File: src/rtl/target_identity_pkg.sv
// Shared types and constants for the per-target identity table.
package target_identity_pkg;

  typedef enum logic [1:0] {
    StIdle,
    StSeek,
    StOffer,
    StDone
  } daa_state_e;

  typedef struct packed {
    logic [6:0] sta_addr;
    logic       sta_valid;
    logic [6:0] dyn_addr;
    logic       dyn_valid;
  } entry_t;

  localparam logic [6:0] I3C_BCAST_ADDR = 7'h7E;
  localparam logic [6:0] HOT_JOIN_ADDR  = 7'h02;

endpackage

File: src/rtl/target_addr_match.sv
// Combinational lowest-index address comparator over all target entries.
module target_addr_match
  import target_identity_pkg::*;
#(
  parameter int unsigned NUM_TARGETS = 2,
  parameter int unsigned IDX_W       = 1
) (
  input  logic [6:0]             addr_i,
  input  entry_t [NUM_TARGETS-1:0] entries_i,
  input  logic                   use_sta_i,
  input  logic [NUM_TARGETS-1:0] excl_i,
  output logic                   hit_o,
  output logic [IDX_W-1:0]       idx_o
);

  logic dyn_hit, sta_hit;

  always_comb begin
    hit_o   = 1'b0;
    idx_o   = '0;
    dyn_hit = 1'b0;
    sta_hit = 1'b0;
    if (addr_i != I3C_BCAST_ADDR) begin
      // Descending scan so the lowest matching index is written last.
      for (int i = NUM_TARGETS - 1; i >= 0; i--) begin
        dyn_hit = entries_i[i].dyn_valid && (entries_i[i].dyn_addr == addr_i);
        sta_hit = use_sta_i && entries_i[i].sta_valid && !entries_i[i].dyn_valid &&
                  (entries_i[i].sta_addr == addr_i);
        if (!excl_i[i] && (dyn_hit || sta_hit)) begin
          hit_o = 1'b1;
          idx_o = IDX_W'(i);
        end
      end
    end
  end

endmodule

File: src/rtl/target_identity_table.sv
// Static/dynamic address table per target, registered bus match and ENTDAA sequencer.
module target_identity_table
  import target_identity_pkg::*;
#(
  parameter int unsigned NUM_TARGETS = 2,
  parameter int unsigned IDX_W       = (NUM_TARGETS > 1) ? $clog2(NUM_TARGETS) : 1
) (
  input  logic                     clk_i,
  input  logic                     rst_ni,
  input  logic                     csr_wr_i,
  input  logic [IDX_W-1:0]         csr_idx_i,
  input  logic [6:0]               csr_sta_addr_i,
  input  logic                     csr_sta_valid_i,
  input  logic [6:0]               csr_dyn_addr_i,
  input  logic                     csr_dyn_valid_i,
  input  logic [NUM_TARGETS*64-1:0] id_i,
  input  logic [6:0]               bus_addr_i,
  input  logic                     bus_addr_valid_i,
  output logic                     match_o,
  output logic [IDX_W-1:0]         match_idx_o,
  input  logic                     rstdaa_i,
  input  logic                     dasa_i,
  input  logic [6:0]               dasa_sta_addr_i,
  input  logic [6:0]               dasa_dyn_addr_i,
  input  logic                     daa_start_i,
  output logic                     daa_req_o,
  output logic [IDX_W-1:0]         daa_idx_o,
  output logic [63:0]              daa_id_o,
  input  logic                     daa_assign_i,
  input  logic [6:0]               daa_addr_i,
  input  logic                     daa_lost_i,
  input  logic                     daa_end_i,
  output logic                     daa_done_o,
  output logic [NUM_TARGETS*7-1:0] sta_addr_o,
  output logic [NUM_TARGETS-1:0]   sta_valid_o,
  output logic [NUM_TARGETS*7-1:0] dyn_addr_o,
  output logic [NUM_TARGETS-1:0]   dyn_valid_o,
  output logic [NUM_TARGETS-1:0]   addr_update_o,
  output logic                     assign_err_o
);

  entry_t [NUM_TARGETS-1:0] ent_q, ent_d;
  daa_state_e               state_q, state_d;
  logic [IDX_W-1:0]         daa_idx_q, daa_idx_d;
  logic [63:0]              daa_id_q, daa_id_d;
  logic                     daa_done_q, daa_done_d;
  logic                     match_q, match_d;
  logic [IDX_W-1:0]         match_idx_q, match_idx_d;
  logic [NUM_TARGETS-1:0]   upd_q, upd_d;
  logic                     err_q, err_d;

  logic                     bus_hit;
  logic [IDX_W-1:0]         bus_idx;
  logic                     dasa_hit, seek_hit;
  logic [IDX_W-1:0]         dasa_idx, seek_idx;
  logic                     asg_valid, asg_ok, dup_hit;
  logic [IDX_W-1:0]         asg_idx, dup_idx_unused;
  logic [6:0]               asg_addr;
  logic [NUM_TARGETS-1:0]   asg_excl;

  target_addr_match #(
    .NUM_TARGETS(NUM_TARGETS),
    .IDX_W      (IDX_W)
  ) u_bus_match (
    .addr_i   (bus_addr_i),
    .entries_i(ent_q),
    .use_sta_i(1'b1),
    .excl_i   ({NUM_TARGETS{1'b0}}),
    .hit_o    (bus_hit),
    .idx_o    (bus_idx)
  );

  assign match_d     = bus_addr_valid_i && bus_hit;
  assign match_idx_d = match_d ? bus_idx : '0;

  always_comb begin
    dasa_hit = 1'b0;
    dasa_idx = '0;
    seek_hit = 1'b0;
    seek_idx = '0;
    for (int i = NUM_TARGETS - 1; i >= 0; i--) begin
      if (ent_q[i].sta_valid && !ent_q[i].dyn_valid &&
          (ent_q[i].sta_addr == dasa_sta_addr_i)) begin
        dasa_hit = 1'b1;
        dasa_idx = IDX_W'(i);
      end
      if (!ent_q[i].dyn_valid) begin
        seek_hit = 1'b1;
        seek_idx = IDX_W'(i);
      end
    end
  end

  // At most one bus-side assignment per cycle; SETDASA takes the slot over a DAA assign.
  assign asg_valid = dasa_i ? dasa_hit : (daa_assign_i && (state_q == StOffer));
  assign asg_idx   = dasa_i ? dasa_idx : daa_idx_q;
  assign asg_addr  = dasa_i ? dasa_dyn_addr_i : daa_addr_i;

  always_comb begin
    asg_excl = '0;
    for (int i = 0; i < NUM_TARGETS; i++) begin
      asg_excl[i] = (asg_idx == IDX_W'(i));
    end
  end

  target_addr_match #(
    .NUM_TARGETS(NUM_TARGETS),
    .IDX_W      (IDX_W)
  ) u_dup_check (
    .addr_i   (asg_addr),
    .entries_i(ent_q),
    .use_sta_i(1'b0),
    .excl_i   (asg_excl),
    .hit_o    (dup_hit),
    .idx_o    (dup_idx_unused)
  );

  assign asg_ok = (asg_addr != I3C_BCAST_ADDR) && (asg_addr != 7'h00) && !dup_hit;

  always_comb begin
    ent_d = ent_q;
    upd_d = '0;
    err_d = 1'b0;
    if (rstdaa_i) begin
      for (int i = 0; i < NUM_TARGETS; i++) begin
        upd_d[i]           = ent_q[i].dyn_valid;
        ent_d[i].dyn_valid = 1'b0;
      end
    end else begin
      for (int i = 0; i < NUM_TARGETS; i++) begin
        if (csr_wr_i && (csr_idx_i == IDX_W'(i)) &&
            !(asg_valid && (asg_idx == IDX_W'(i)))) begin
          ent_d[i].sta_addr  = csr_sta_addr_i;
          ent_d[i].sta_valid = csr_sta_valid_i;
          ent_d[i].dyn_addr  = csr_dyn_addr_i;
          ent_d[i].dyn_valid = csr_dyn_valid_i;
        end
      end
      if (asg_valid) begin
        if (asg_ok) begin
          for (int i = 0; i < NUM_TARGETS; i++) begin
            if (asg_idx == IDX_W'(i)) begin
              ent_d[i].dyn_addr  = asg_addr;
              ent_d[i].dyn_valid = 1'b1;
              upd_d[i]           = 1'b1;
            end
          end
        end else begin
          err_d = 1'b1;
        end
      end
    end
  end

  always_comb begin
    state_d    = state_q;
    daa_idx_d  = daa_idx_q;
    daa_id_d   = daa_id_q;
    daa_done_d = 1'b0;
    unique case (state_q)
      StIdle: begin
        if (daa_start_i) state_d = StSeek;
      end
      StSeek: begin
        if (seek_hit) begin
          state_d   = StOffer;
          daa_idx_d = seek_idx;
          for (int i = 0; i < NUM_TARGETS; i++) begin
            if (seek_idx == IDX_W'(i)) daa_id_d = id_i[i*64 +: 64];
          end
        end else begin
          state_d    = StDone;
          daa_done_d = 1'b1;
        end
      end
      StOffer: begin
        if (daa_assign_i || daa_lost_i) state_d = StSeek;
      end
      StDone: begin
        state_d = StIdle;
      end
      default: begin
        state_d = StIdle;
      end
    endcase
    if (rstdaa_i || daa_end_i) begin
      state_d    = StIdle;
      daa_done_d = 1'b0;
    end
  end

  always_ff @(posedge clk_i or negedge rst_ni) begin
    if (!rst_ni) begin
      ent_q       <= '0;
      state_q     <= StIdle;
      daa_idx_q   <= '0;
      daa_id_q    <= '0;
      daa_done_q  <= 1'b0;
      match_q     <= 1'b0;
      match_idx_q <= '0;
      upd_q       <= '0;
      err_q       <= 1'b0;
    end else begin
      ent_q       <= ent_d;
      state_q     <= state_d;
      daa_idx_q   <= daa_idx_d;
      daa_id_q    <= daa_id_d;
      daa_done_q  <= daa_done_d;
      match_q     <= match_d;
      match_idx_q <= match_idx_d;
      upd_q       <= upd_d;
      err_q       <= err_d;
    end
  end

  always_comb begin
    sta_addr_o  = '0;
    sta_valid_o = '0;
    dyn_addr_o  = '0;
    dyn_valid_o = '0;
    for (int i = 0; i < NUM_TARGETS; i++) begin
      sta_addr_o[i*7 +: 7] = ent_q[i].sta_addr;
      sta_valid_o[i]       = ent_q[i].sta_valid;
      dyn_addr_o[i*7 +: 7] = ent_q[i].dyn_addr;
      dyn_valid_o[i]       = ent_q[i].dyn_valid;
    end
  end

  assign match_o       = match_q;
  assign match_idx_o   = match_idx_q;
  assign daa_req_o     = (state_q == StOffer);
  assign daa_idx_o     = daa_idx_q;
  assign daa_id_o      = daa_id_q;
  assign daa_done_o    = daa_done_q;
  assign addr_update_o = upd_q;
  assign assign_err_o  = err_q;

endmodule

File: config.mk
export PLATFORM = sky130hd
export DESIGN_NAME = target_identity_table
export DESIGN_NICKNAME = d
export VERILOG_FILES = /design/src/rtl/target_identity_pkg.sv /design/src/rtl/target_addr_match.sv /design/src/rtl/target_identity_table.sv
export SDC_FILE = /design/constraint.sdc
export NUM_CORES = 1
export LEC_CHECK = 0
export CAP_MARGIN = 20
export CELL_PAD_IN_SITES_DETAIL_PLACEMENT = 1
export CELL_PAD_IN_SITES_GLOBAL_PLACEMENT = 1
export CORE_ASPECT_RATIO = 2
export CORE_MARGIN = 3
export CORE_UTILIZATION = 30
export DETAILED_ROUTE_END_ITERATION = 16
export GPL_TIMING_DRIVEN = 0
export PLACE_DENSITY_LB_ADDON = 0.25
export RECOVER_POWER = 50
export SLEW_MARGIN = 40
export SYNTH_ARGS = -nofsm -noshare
export SYNTH_HDL_FRONTEND = slang
export SYNTH_SLANG_ARGS = --single-unit
export TNS_END_PERCENT = 10
File: constraint.sdc
create_clock -name clk_i -period 2.8 [get_ports clk_i]
set_input_delay 0.84 -clock clk_i [delete_from_list [all_inputs] [get_ports clk_i]]
set_output_delay 0.84 -clock clk_i [all_outputs]
set_load 0.05 [all_outputs]
# == Word level (Yosys, flattened, before mapping) ==
# Cells that the tools add are included.
# op_classes
eq_ne,15
n_mux,45
n_bitwise,3
n_reduce_logical,38
# op_table
op,count
$mux W64,1
$mux W8,8
$eq A7 B7 Y1,8
$mux W1,28
$logic_and A1 B1 Y1,22
$ne A7 B7 Y1 const B,2
$mux W2,6
$pmux W2 S4,1
$reduce_and A2 Y1,4
$mux W7,1
$reduce_bool A7 Y1,1
$logic_not A1 Y1,6
$eq A2 B2 Y1 const B,2
$logic_or A1 B1 Y1,4
$ne A3 B1 Y1 const B,1
$ne A3 B3 Y1 const B,1
$not A1 Y1,3
$eq A2 B1 Y1 const B,1
$logic_not A2 Y1,1
# word_totals
register_bits,105
inputBits,183
output_inout_bits,104

# == Logic depth before layout (Yosys ltp) ==
# Gate-level depths: netlist of run 1.
# logic_depth
depth_word,16
mapped_depth,9
mapped_depth_nobuf,6

# == Modules after synthesis ==
# From an unflattened synthesis of run 1, not the netlist that was laid out.
# hier_totals
hier_cells,616
area_unflattened_um2,6195.9
# by_module_without_submodules
module,instances,cells_per_inst,area_each_um2,seq_area_each_um2
target_identity_table,1,502,5332.6,2627.5
target_addr_match,2,57,431.7,0.0

# == Least setup slack after synthesis of run 1 ==
# No wires, ideal clock.
# synth_path
path_type,input to register
start,input dasa_sta_addr_i[6]
end,"register ent_q, in the netlist dyn_addr_o[10]"
arrival_time_ns,2.698
required_time_ns,2.696
path_slack_ns,-0.002
cell_stages,8
cell_sequence,xor2_1 or4b_1 a211o_1 buf_6 o31a_4 or3_1 buf_6 o311ai_1
# synth_between
elab_chain_cells,14
word_cells_on_any_way,24
cone_classes,eq/ne (2); mux (12); reduce/logical (10)
# synth_lines
item,line,text
"start, declared",target_identity_table.sv:23,"input logic [6:0] dasa_sta_addr_i,"
$eq A7 B7 Y1,target_identity_table.sv:83,(ent_q[i].sta_addr == dasa_sta_addr_i)) begin
$logic_and A1 B1 Y1,target_identity_table.sv:82,if (ent_q[i].sta_valid && !ent_q[i].dyn_valid &&
$mux W1 (2 in a row),target_identity_table.sv:82,
$mux W1,target_identity_table.sv:96,assign asg_idx = dasa_i ? dasa_idx : daa_idx_q;
$logic_not A1 Y1,target_addr_match.sv:29,if (!excl_i[i] && (dyn_hit || sta_hit)) begin
$logic_and A1 B1 Y1,target_addr_match.sv:29,
$mux W1 (2 in a row),target_addr_match.sv:29,
$mux W1,target_addr_match.sv:23,if (addr_i != I3C_BCAST_ADDR) begin
$logic_not A1 Y1,target_identity_table.sv:118,assign asg_ok = (asg_addr != I3C_BCAST_ADDR) && (asg_addr != 7'h00) && !dup_hit;
$logic_and A1 B1 Y1,target_identity_table.sv:118,
$mux W8,target_identity_table.sv:140,if (asg_ok) begin
$mux W8 *,target_identity_table.sv:139,if (asg_valid) begin
"end signal, assigned",target_identity_table.sv:204,ent_q <= ent_d;
"end, declared",target_identity_table.sv:42,"entry_t [NUM_TARGETS-1:0] ent_q, ent_d;"
# Every way passes the cells marked *; elsewhere a longest branch is shown, timed or not.
# A chain may end at the register's enable or synchronous reset.

# == Worst setup path after layout of run 1 ==
# layout_path
start,input dasa_sta_addr_i[1]
end,"register ent_q, in the netlist dyn_addr_o[8]"
# The elaborated chain is that of the path after synthesis.

==> results of run 1 <==
power by group:
| group | total, mW | switching [mW] | leakage [nW] | internal, mW |
|---|---|---|---|---|
| Sequential | 2.11 | 0.285 | 1.28 | 1.82 |
| Combinational | 2.90 | 1.85 | 2.29 | 1.06 |
| Clock | 1.39 | 0.585 | 0.159 | 0.804 |
registers in the layout (all words and copies together) (netlist names), 2 cells and up:
| signal | count |
|---|---|
| addr_update_o | 2 |
| daa_id_o | 64 |
| dyn_addr_o | 14 |
| dyn_valid_o | 2 |
| sta_addr_o | 14 |
| sta_valid_o | 2 |
| state_q | 2 |
logic make-up after synthesis:
| family | count (synthesis) | share of synthesized area |
|---|---|---|
| AND/OR/NAND/NOR | 141 | 0.1222 |
| AO/OA/AOI/OAI | 116 | 0.1312 |
| flip-flops | 105 | 0.4590 |
| multiplexers | 88 | 0.1574 |
| XOR/XNOR | 57 | 0.08721 |
| buffers and inverters | 48 | 0.04306 |
cells in the final DEF (no fill, tap or decap), types with 3 or more instances in the layout:
cell type | Yosys | routed
a21oi_1 | 3 | 3
a41oi_1 | 8 | 8
and2_2 | 6 | 6
buf_1 | 6 | 5
buf_4 | 0 | 6
buf_6 | 5 | 3
clkbuf_1 | 24 | 24
clkbuf_16 | 0 | 9
clkbuf_2 | 0 | 3
clkbuf_8 | 2 | 3
clkdlybuf4s50_1 | 0 | 228
dfrtp_1 | 105 | 105
dlygate4sd3_1 | 0 | 41
dlymetal6s2s_1 | 0 | 4
inv_1 | 9 | 9
mux2_2 | 16 | 16
mux2i_1 | 72 | 65
mux2i_4 | 0 | 7
nand2_1 | 78 | 78
nand2b_1 | 5 | 5
nand3_1 | 4 | 3
nand3b_1 | 6 | 6
nand4_1 | 8 | 8
nor2_1 | 10 | 9
nor4_1 | 7 | 5
o21ai_0 | 68 | 68
o221ai_1 | 7 | 7
o311ai_1 | 6 | 5
o311ai_4 | 0 | 5
xnor2_1 | 34 | 33
xor2_1 | 23 | 21
worst min path at each step:
stage	to	slack, ns	cells past startpoint
2_1_floorplan	addr_update_o[0]	0.54	0
3_3_place_gp	daa_id_o[48]	0.46	2
3_5_place_dp	daa_id_o[12]	0.47	2
4_1_cts	daa_id_o[49]	0.35	1
5_1_grt	daa_id_o[12]	0.51	2
6_report	daa_id_o[12]	0.48	2
tightest hold or removal path, stage by stage (launching register included):
cell and delay [ns]:
dfrtp_1 0.34, nand2_1 0.04, o21ai_0 0.06
final cells by class:
class,count,share of cell area
tap,252,0.03336
sequential,105,0.2780
clock buffer,10,0.02528
clock inverter,5,0.008339
buffer,36,0.01985
multi-input combinational,403,0.3304
inverter,9,0.003574
timing repair buffer,285,0.3013
metal layers:
metal / vias up / track usage
met1: 2754 / 0.2048
met5: - / 0
met4: 0 / 0.1065
met3: 65 / 0.06613
met2: 259 / 0.4691
li1: 2564 / -
repair_timing:
action                                 CTS  global route
setup buffers                            3             3
gates cloned                             0             1
gates resized for setup                 22            35
pin swaps                                3             7
setup endpoints to repair               35            31
endpoints found under the hold margin    0             0
==> qor.csv, run 1 <==
stage,metric,value,unit
logic_synthesis,post-synth top area share,0.4590,
critical_path,worst setup path endpoint,dyn_addr_o[8],
critical_path,RR Endpoint,dyn_addr_o[8],
route,WL/cell,22.22,µm
timing,final worst-path cycle share,0.9856,
route,met2 wire length,14120,µm
critical_path,crit path from,dasa_sta_addr_i[1],
logic_synthesis,mapped cell area,5724,µm²
timing,Worst Tran Pin Value,2.196,ns
power,Peak VDD IR,298.2,µV
critical_path,Critical Path AT,3.02,ns
route,initial drt markers,137,
logic_synthesis,#FFs+latches synth,105,
global_route,largest net degree at the start of global routing,71,
place,Final HPWL DP,19940,µm
logic_synthesis,sequential share of the synthesized area,0.4590,
outcome,failing checks,"capacitance limit, slew limit",
clock_network,Skew-Pair Late Insertion Delay,0.35,ns
critical_path,"critical path fanouts, max",8,
die,Die Y,201.4,µm
timing,setup TNS,0,ns
logic_synthesis,most frequent cell after synthesis,dfrtp_1,
place,GP Congestion,0.9177,
die,die width,103.7,µm
clock_network,Clock Tree Buf Depth,2,
critical_path,cells along the critical path,clkdlybuf4s15_1 -> xor2_1 -> or4b_4 -> a211o_4 -> o31a_4 -> or3_4 -> o311ai_4,
critical_path,WS Path Type,primary input to register,
logic_synthesis,largest cells by area after synthesis,"dfrtp_1, mux2i_1, o21ai_0",
critical_path,slowest CP cell,or4b_4,
min_path,min-delay worst type,register to register,
route,DR top layer,met4,
timing,fin. max-slew vios,36,
final_layout,design area,9453,µm²
global_route,first-pass GRT wire length,37450,µm
clock_network,hold-fix buffers at CTS,0,
clock_network,CTS Sinks,105,
route,Vias,5642,
route,Initial DRT Pass Iterations,4,
critical_path,CP Buf/Inv Count,1,
timing,min Tclk post-route,2.760,ns
clock_network,CTS root buffer,clkbuf_16,
logic_synthesis,distinct cell type count after synthesis,52,
clock_network,CTS tree,built,
timing,Final Skew,0.008682,ns
power,P per Cell Area,677.2,nW/µm²
logic_synthesis,Syn Nets,738,
die,full die area,20880,µm²
outcome,status,"complete, but fails checks",
final_layout,multi-input logic area,3123,µm²
timing,RSZ-0062 raised after global routing,true,
final_layout,Reg area,2628,µm²
global_route,total track usage,0.2320,
critical_path,number of cells on the critical path,7,
final_layout,area delta synth->final,65.14,%
die,Boundary Pins,287,
timing,fmax,362.4,MHz
logic_synthesis,synth cell count leaders,"dfrtp_1, nand2_1, mux2i_1",
critical_path,delay of the slowest critical-path stage,0.53,ns
die,core area,18480,µm²
final_layout,FILL cells,2049,
logic_synthesis,Async SR Flop Fraction,1.000,
final_layout,fin cells,1105,
timing,Final Setup Violations,0,
critical_path,"reg-to-reg slack, setup",0.19,ns
timing,worst hold slack,0.4798,ns
final_layout,fin util,0.5115,
critical_path,Worst Path Required,3.06,ns
route,DR vias/cell,5.106,
logic_synthesis,Synth warnings,0,
place,placed standard-cell area,8855,µm²
route,Routed Antenna Nets,0,
final_layout,Ant. Diodes,0,
place,Port Buffer Count,278,
global_route,vias in the first global route,6612,
timing,Final WS setup,0.04039,ns
flow_run,maxcap violations,1,
final_layout,layout cell share with drive strength beyond 1,0.1043,
clock_network,htree depth,3,
route,M1 WL,7499,µm
timing,Slew headroom,-0.4642,
timing,final hold vios,0,
route,Residual DRC,0,
die,row count,70,
logic_synthesis,Post-synth EDFFs,0,
clock_network,CTS buffer count,9,
final_layout,nets@finish,1032,
logic_synthesis,cell accounting for the most synthesized area,dfrtp_1,
route,total wire length,24560,µm
min_path,hold_sp,daa_id_o[12],
clock_network,clock-pin slew on the worst setup and hold paths,0.07,ns
critical_path,crit-path leading delay family,simple AND/OR/NAND/NOR gates,
critical_path,R2R depth,7,
power,overall power,6.402,mW
global_route,grt ovf,0,
place,pre-CTS setup slack,-1.050,ns
global_route,initial antenna violation count,0,
critical_path,CP Capture Type,register,
logic_synthesis,Post-Syn Area per Cell,10.31,µm²
critical_path,Worst setup SP type,primary input,
route,Routed met3 length,1722,µm
critical_path,reg2reg start,dyn_valid_o[1],
logic_synthesis,leading register cell type out of synthesis,dfrtp_1,
logic_synthesis,Synth Instances,555,
place,placed insts,1086,
power,leakage power,3.729,nW
die,Initial Utilization,0.3097,
No activity file was read; power rests on OpenSTA's default activity.
==> run 2, diff against run 1 <==
--- a/config.mk
+++ b/config.mk
@@ -13,6 +13,7 @@
 export CORE_UTILIZATION = 30
 export DETAILED_ROUTE_END_ITERATION = 16
 export GPL_TIMING_DRIVEN = 0
+export MAX_ROUTING_LAYER = met4
 export PLACE_DENSITY_LB_ADDON = 0.25
 export RECOVER_POWER = 50
 export SLEW_MARGIN = 40
==> qor.csv, run 2 (synthesis gave the netlist of run 1 again) <==
stage,metric,value,unit
route,Residual DRC,0,
final_layout,area delta synth->final,65.36,%
global_route,largest net degree at the start of global routing,71,
final_layout,fin util,0.5122,
clock_network,Clock Tree Buf Depth,2,
route,Vias,5685,
route,Routed Antenna Nets,0,
clock_network,Skew-Pair Late Insertion Delay,0.35,ns
timing,fin. max-slew vios,36,
timing,final worst-path cycle share,0.9893,
route,WL/cell,22.29,µm
clock_network,clock-pin slew on the worst setup and hold paths,0.07,ns
power,Peak VDD IR,296.4,µV
critical_path,R2R depth,6,
min_path,min-delay worst type,register to register,
die,Die Y,201.4,µm
timing,Worst Tran Pin Value,2.178,ns
die,row count,70,
global_route,total track usage,0.2389,
place,Final HPWL DP,19940,µm
final_layout,FILL cells,2044,
route,initial drt markers,126,
timing,final hold vios,0,
clock_network,CTS buffer count,9,
global_route,first-pass GRT wire length,37400,µm
die,full die area,20880,µm²
timing,RSZ-0062 raised after global routing,false,
global_route,initial antenna violation count,0,
critical_path,reg2reg start,dyn_valid_o[0],
die,die width,103.7,µm
place,Port Buffer Count,278,
place,pre-CTS setup slack,-1.050,ns
critical_path,Critical Path AT,3.02,ns
flow_run,maxcap violations,1,
timing,Final Setup Violations,0,
final_layout,fin cells,1108,
final_layout,max reg flops,64,
global_route,vias in the first global route,6647,
clock_network,hold-fix buffers at CTS,0,
route,total wire length,24700,µm
place,placed insts,1086,
die,core area,18480,µm²
timing,setup TNS,0,ns
min_path,WHS Endpoint,daa_id_o[12],
route,Initial DRT Pass Iterations,4,
timing,Final WS setup,0.03009,ns
global_route,grt ovf,0,
clock_network,htree depth,3,
final_layout,nets@finish,1035,
timing,min Tclk post-route,2.770,ns
min_path,hold_sp,daa_id_o[12],
min_path,Hold Path Cell Cnt,2,
critical_path,RR Endpoint,dyn_addr_o[8],
final_layout,Ant. Diodes,0,
timing,Final Skew,0.005478,ns
critical_path,WS Path Type,primary input to register,
critical_path,"critical path fanouts, max",8,
timing,fmax,361.0,MHz
die,Initial Utilization,0.3097,
place,GP Congestion,0.9338,
die,Boundary Pins,287,
clock_network,CTS tree,built,
timing,worst hold slack,0.4739,ns
power,P per Cell Area,676.3,nW/µm²
final_layout,"commonest non-fill, non-tap cell in the layout",clkdlybuf4s50_1,
critical_path,Worst setup SP type,primary input,
power,leakage power,3.738,nW
clock_network,CTS Sinks,105,
final_layout,Reg area,2628,µm²
outcome,status,"complete, but fails checks",
critical_path,Worst Path Required,3.05,ns
final_layout,layout cell share with drive strength beyond 1,0.1051,
clock_network,CTS root buffer,clkbuf_16,
route,DR vias/cell,5.131,
timing,Slew headroom,-0.4517,
critical_path,"reg-to-reg slack, setup",0.19,ns
final_layout,most frequent cells in the layout,"clkdlybuf4s50_1, dfrtp_1, nand2_1, o21ai_0, mux2i_1",
critical_path,CP Capture Type,register,
final_layout,multi-input logic area,3123,µm²
outcome,failing checks,"capacitance limit, slew limit",
==> run 2: cell types whose count changed in the layout (fill, tap and decap cells not counted), sizes merged <==
cell / previous run / this run
clkdlybuf4s15: 1 / 2
clkdlybuf4s50: 229 / 227
buf: 16 / 19
dlygate4sd2: 1 / 0
dlygate4sd3: 41 / 43
==> run 2: power breakdown <==
| part | total, mW | switching, mW | internal [mW] |
|---|---|---|---|
| Combinational | 2.91 | 1.85 | 1.06 |
| Sequential | 2.11 | 0.286 | 1.83 |
| Clock | 1.38 | 0.577 | 0.804 |
==> run 2: worst max-delay path by stage <==
| stage | endpoint | slack [ns] | start |
|---|---|---|---|
| 2_1_floorplan | dyn_addr_o[10] | -0.002 | dasa_sta_addr_i[6] |
| 3_3_place_gp | dyn_addr_o[10] | -3.20 | rst_ni |
| 3_5_place_dp | sta_addr_o[8] | -1.05 | dasa_sta_addr_i[4] |
| 4_1_cts | dyn_addr_o[11] | -0.16 | dasa_sta_addr_i[6] |
| 5_1_grt | dyn_addr_o[8] | 0.0006 | dasa_sta_addr_i[1] |
| 6_report | dyn_addr_o[8] | 0.03 | dasa_sta_addr_i[1] |
==> run 2: critical path, stage by stage <==
cell,delay (ns)
clkdlybuf4s15_1,0.20
xor2_1,0.19
or4b_4,0.53
a211o_4,0.32
o31a_4,0.15
or3_4,0.51
o311ai_4,0.28
==> run 2: repair_timing <==
action / CTS / global route
gates resized for setup: 22 / 36
setup buffers: 3 / 6
pin swaps: 3 / 8
cloned: 0 / 1
setup endpoints to repair: 35 / 32
==> run 2: layout make-up <==
cell class | instances | share of cell area
buffer | 36 | 0.01864
clock inverter | 5 | 0.008328
clock buffer | 10 | 0.02525
multi-input combinational | 403 | 0.3299
timing repair buffer | 288 | 0.3034
sequential | 105 | 0.2776
tap | 252 | 0.03331
inverter | 9 | 0.003569
==> run 2: stage by stage <==
stage | instance area (µm²) | total power [mW]
finish | 9465 | 6.401
floorplan | 5724 | 3.739
global placement | 8822 | 4.935
global route | 9465 | 6.700
detailed placement | 8855 | 5.016
CTS | 9293 | 6.451
==> run 2: routing by layer <==
metal	global-route usage	wire length [µm]	vias up
met5	-	0	-
li1	-	-	2574
met2	0.4714	14350	263
met3	0.06035	1717	58
met1	0.2072	7562	2790
met4	0.1051	1066	0
==> run 3, diff against run 2 <==
--- a/config.mk
+++ b/config.mk
@@ -6,15 +6,16 @@
 export NUM_CORES = 1
 export LEC_CHECK = 0
 export CAP_MARGIN = 20
-export CELL_PAD_IN_SITES_DETAIL_PLACEMENT = 1
+export CELL_PAD_IN_SITES_DETAIL_PLACEMENT = 0
 export CELL_PAD_IN_SITES_GLOBAL_PLACEMENT = 1
 export CORE_ASPECT_RATIO = 2
 export CORE_MARGIN = 3
-export CORE_UTILIZATION = 30
+export CORE_UTILIZATION = 47
 export DETAILED_ROUTE_END_ITERATION = 16
+export DONT_BUFFER_PORTS = 1
 export GPL_TIMING_DRIVEN = 0
 export MAX_ROUTING_LAYER = met4
-export PLACE_DENSITY_LB_ADDON = 0.25
+export PLACE_DENSITY_LB_ADDON = 0.15
 export RECOVER_POWER = 50
 export SLEW_MARGIN = 40
 export SYNTH_ARGS = -nofsm -noshare
==> qor.csv, run 3 (synthesis gave the netlist of run 1 again) <==
stage,metric,value,unit
clock_network,Skew-Pair Late Insertion Delay,0.34,ns
clock_network,hold-fix buffers at CTS,0,
place,placed standard-cell area,5908,µm²
place,Final HPWL DP,14700,µm
timing,Slew headroom,0.4714,
final_layout,FILL cells,1138,
power,leakage power,2.449,nW
final_layout,layout cell share with drive strength beyond 1,0.1140,
clock_network,setup bufs post-CTS,0,
critical_path,"critical path fanouts, max",10,
outcome,status,"finished, final reports clean",
timing,worst hold slack,0.1848,ns
timing,min Tclk post-route,2.768,ns
critical_path,delay of the slowest critical-path stage,0.52,ns
flow_run,maxcap violations,0,
critical_path,crit-path leading delay family,simple AND/OR/NAND/NOR gates,
timing,setup TNS,0,ns
timing,Worst Tran Pin Value,0.7708,ns
critical_path,WS Path Type,register to register,
route,Residual DRC,0,
final_layout,design area,6218,µm²
timing,Final Setup Violations,0,
die,die width,84.04,µm
critical_path,Worst Path Required,3.04,ns
final_layout,Ant. Diodes,0,
critical_path,slowest CP cell,dfrtp_2,
die,Initial Utilization,0.4834,
timing,fmax,361.2,MHz
die,full die area,13620,µm²
power,P per Cell Area,842.4,nW/µm²
critical_path,cells along the critical path,buf_6 -> nand3b_1 -> or4b_1 -> a211o_1 -> buf_6 -> o31a_4 -> or3_1 -> buf_6 -> o311ai_1,
min_path,min-delay worst type,primary input to asynchronous set/reset pin,
clock_network,htree depth,3,
clock_network,clock-pin slew on the worst setup and hold paths,0.08,ns
die,row count,56,
die,Die Y,162.1,µm
clock_network,CTS tree,built,
critical_path,CP Capture Type,register,
timing,final worst-path cycle share,0.9887,
global_route,total track usage,0.2705,
clock_network,CTS Sinks,105,
route,Routed Antenna Nets,0,
final_layout,most frequent cells in the layout,"dfrtp_1, nand2_1, mux2i_1, o21ai_0, xnor2_1",
timing,RSZ-0062 raised after global routing,true,
global_route,initial antenna violation count,0,
final_layout,max reg flops,64,
place,GP Congestion,0.9074,
timing,Final Skew,0.009861,ns
die,core area,11840,µm²
route,total wire length,18450,µm
global_route,grt ovf,0,
global_route,first-pass GRT wire length,27280,µm
route,DR vias/cell,6.218,
timing,final hold vios,0,
critical_path,CP Buf/Inv Count,3,
final_layout,"commonest non-fill, non-tap cell in the layout",dfrtp_1,
final_layout,fin util,0.5251,
power,Peak VDD IR,496.0,µV
clock_network,post-CTS sizing,8,
die,Boundary Pins,287,
global_route,largest net degree at the start of global routing,106,
clock_network,Clock Tree Buf Depth,2,
global_route,vias in the first global route,4758,
route,Initial DRT Pass Iterations,4,
place,Port Buffer Count,0,
route,WL/cell,25.80,µm
clock_network,CTS root buffer,clkbuf_16,
critical_path,Critical Path AT,3.00,ns
final_layout,nets@finish,748,
critical_path,cell mode on critical path,buf_6,
final_layout,area delta synth->final,8.634,%
clock_network,CTS buffer count,9,
route,initial drt markers,207,
route,Vias,4446,
timing,fin. max-slew vios,0,
critical_path,Worst setup SP type,register,
## run 3: cell count changes in the layout (fill, tap and decap cells not counted), sizes merged, moves of 4 or more
cell / delta
clkdlybuf4s50: -227
dlygate4sd3: -42
buf: -7
clkbuf: -4
dlymetal6s2s: -4
## run 3: final timing paths
path | depth (start not counted) | endpoint | from | slack, ns
min in group clk_i | 1 | daa_done_o | daa_end_i | 0.57
min | 0 | dyn_addr_o[12] | rst_ni | 0.18
max reg2reg | 9 | dyn_addr_o[11] | dyn_valid_o[1] | 0.03
max | 9 | dyn_addr_o[11] | dyn_valid_o[1] | 0.03
min reg2reg | 1 | state_q[0] | state_q[1] | 0.64
max in group asynchronous | 0 | sta_addr_o[7] | rst_ni | 2.43
## run 3: layout make-up
cell class	count	area (µm²)	area share
tap	145	181.4	0.02918
inverter	9	33.78	0.005433
buffer	38	197.7	0.03179
sequential	105	2635	0.4237
clock buffer	10	229.0	0.03682
multi-input combinational	402	2880	0.4632
clock inverter	6	61.31	0.009859
## run 3: layer usage
layer	global-route usage	vias up	routed length, µm
li1	-	1994	-
met1	0.2589	2176	5784
met2	0.5090	238	10740
met3	0.05787	38	1281
met4	0.1171	0	638
met5	-	-	0
## run 3: stage by stage
stage	setup slack [ns]	total power [mW]	instances
2_1_floorplan	-0.001832	3.739	555
3_3_place_gp	-0.5408	3.996	700
3_5_place_dp	-0.5648	4.031	700
4_1_cts	-0.0002980	5.282	715
5_1_grt	-0.08982	5.455	715
6_report	0.03167	5.239	715
## run 3: report_power, final
group,total (mW),switching (mW),internal (mW)
Combinational,0.711,0.362,0.349
Sequential,3.29,1.49,1.80
Clock,1.24,0.612,0.627
Total,5.24,2.46,2.78
## run 3: worst reg2reg max path, cell delays in order (launching register included)
cell and delay (ns):
dfrtp_2 0.52, buf_6 0.19, nand3b_1 0.16, or4b_1 0.48, a211o_1 0.25, buf_6 0.15, o31a_4 0.15, or3_1 0.37
buf_6 0.15, o311ai_1 0.24
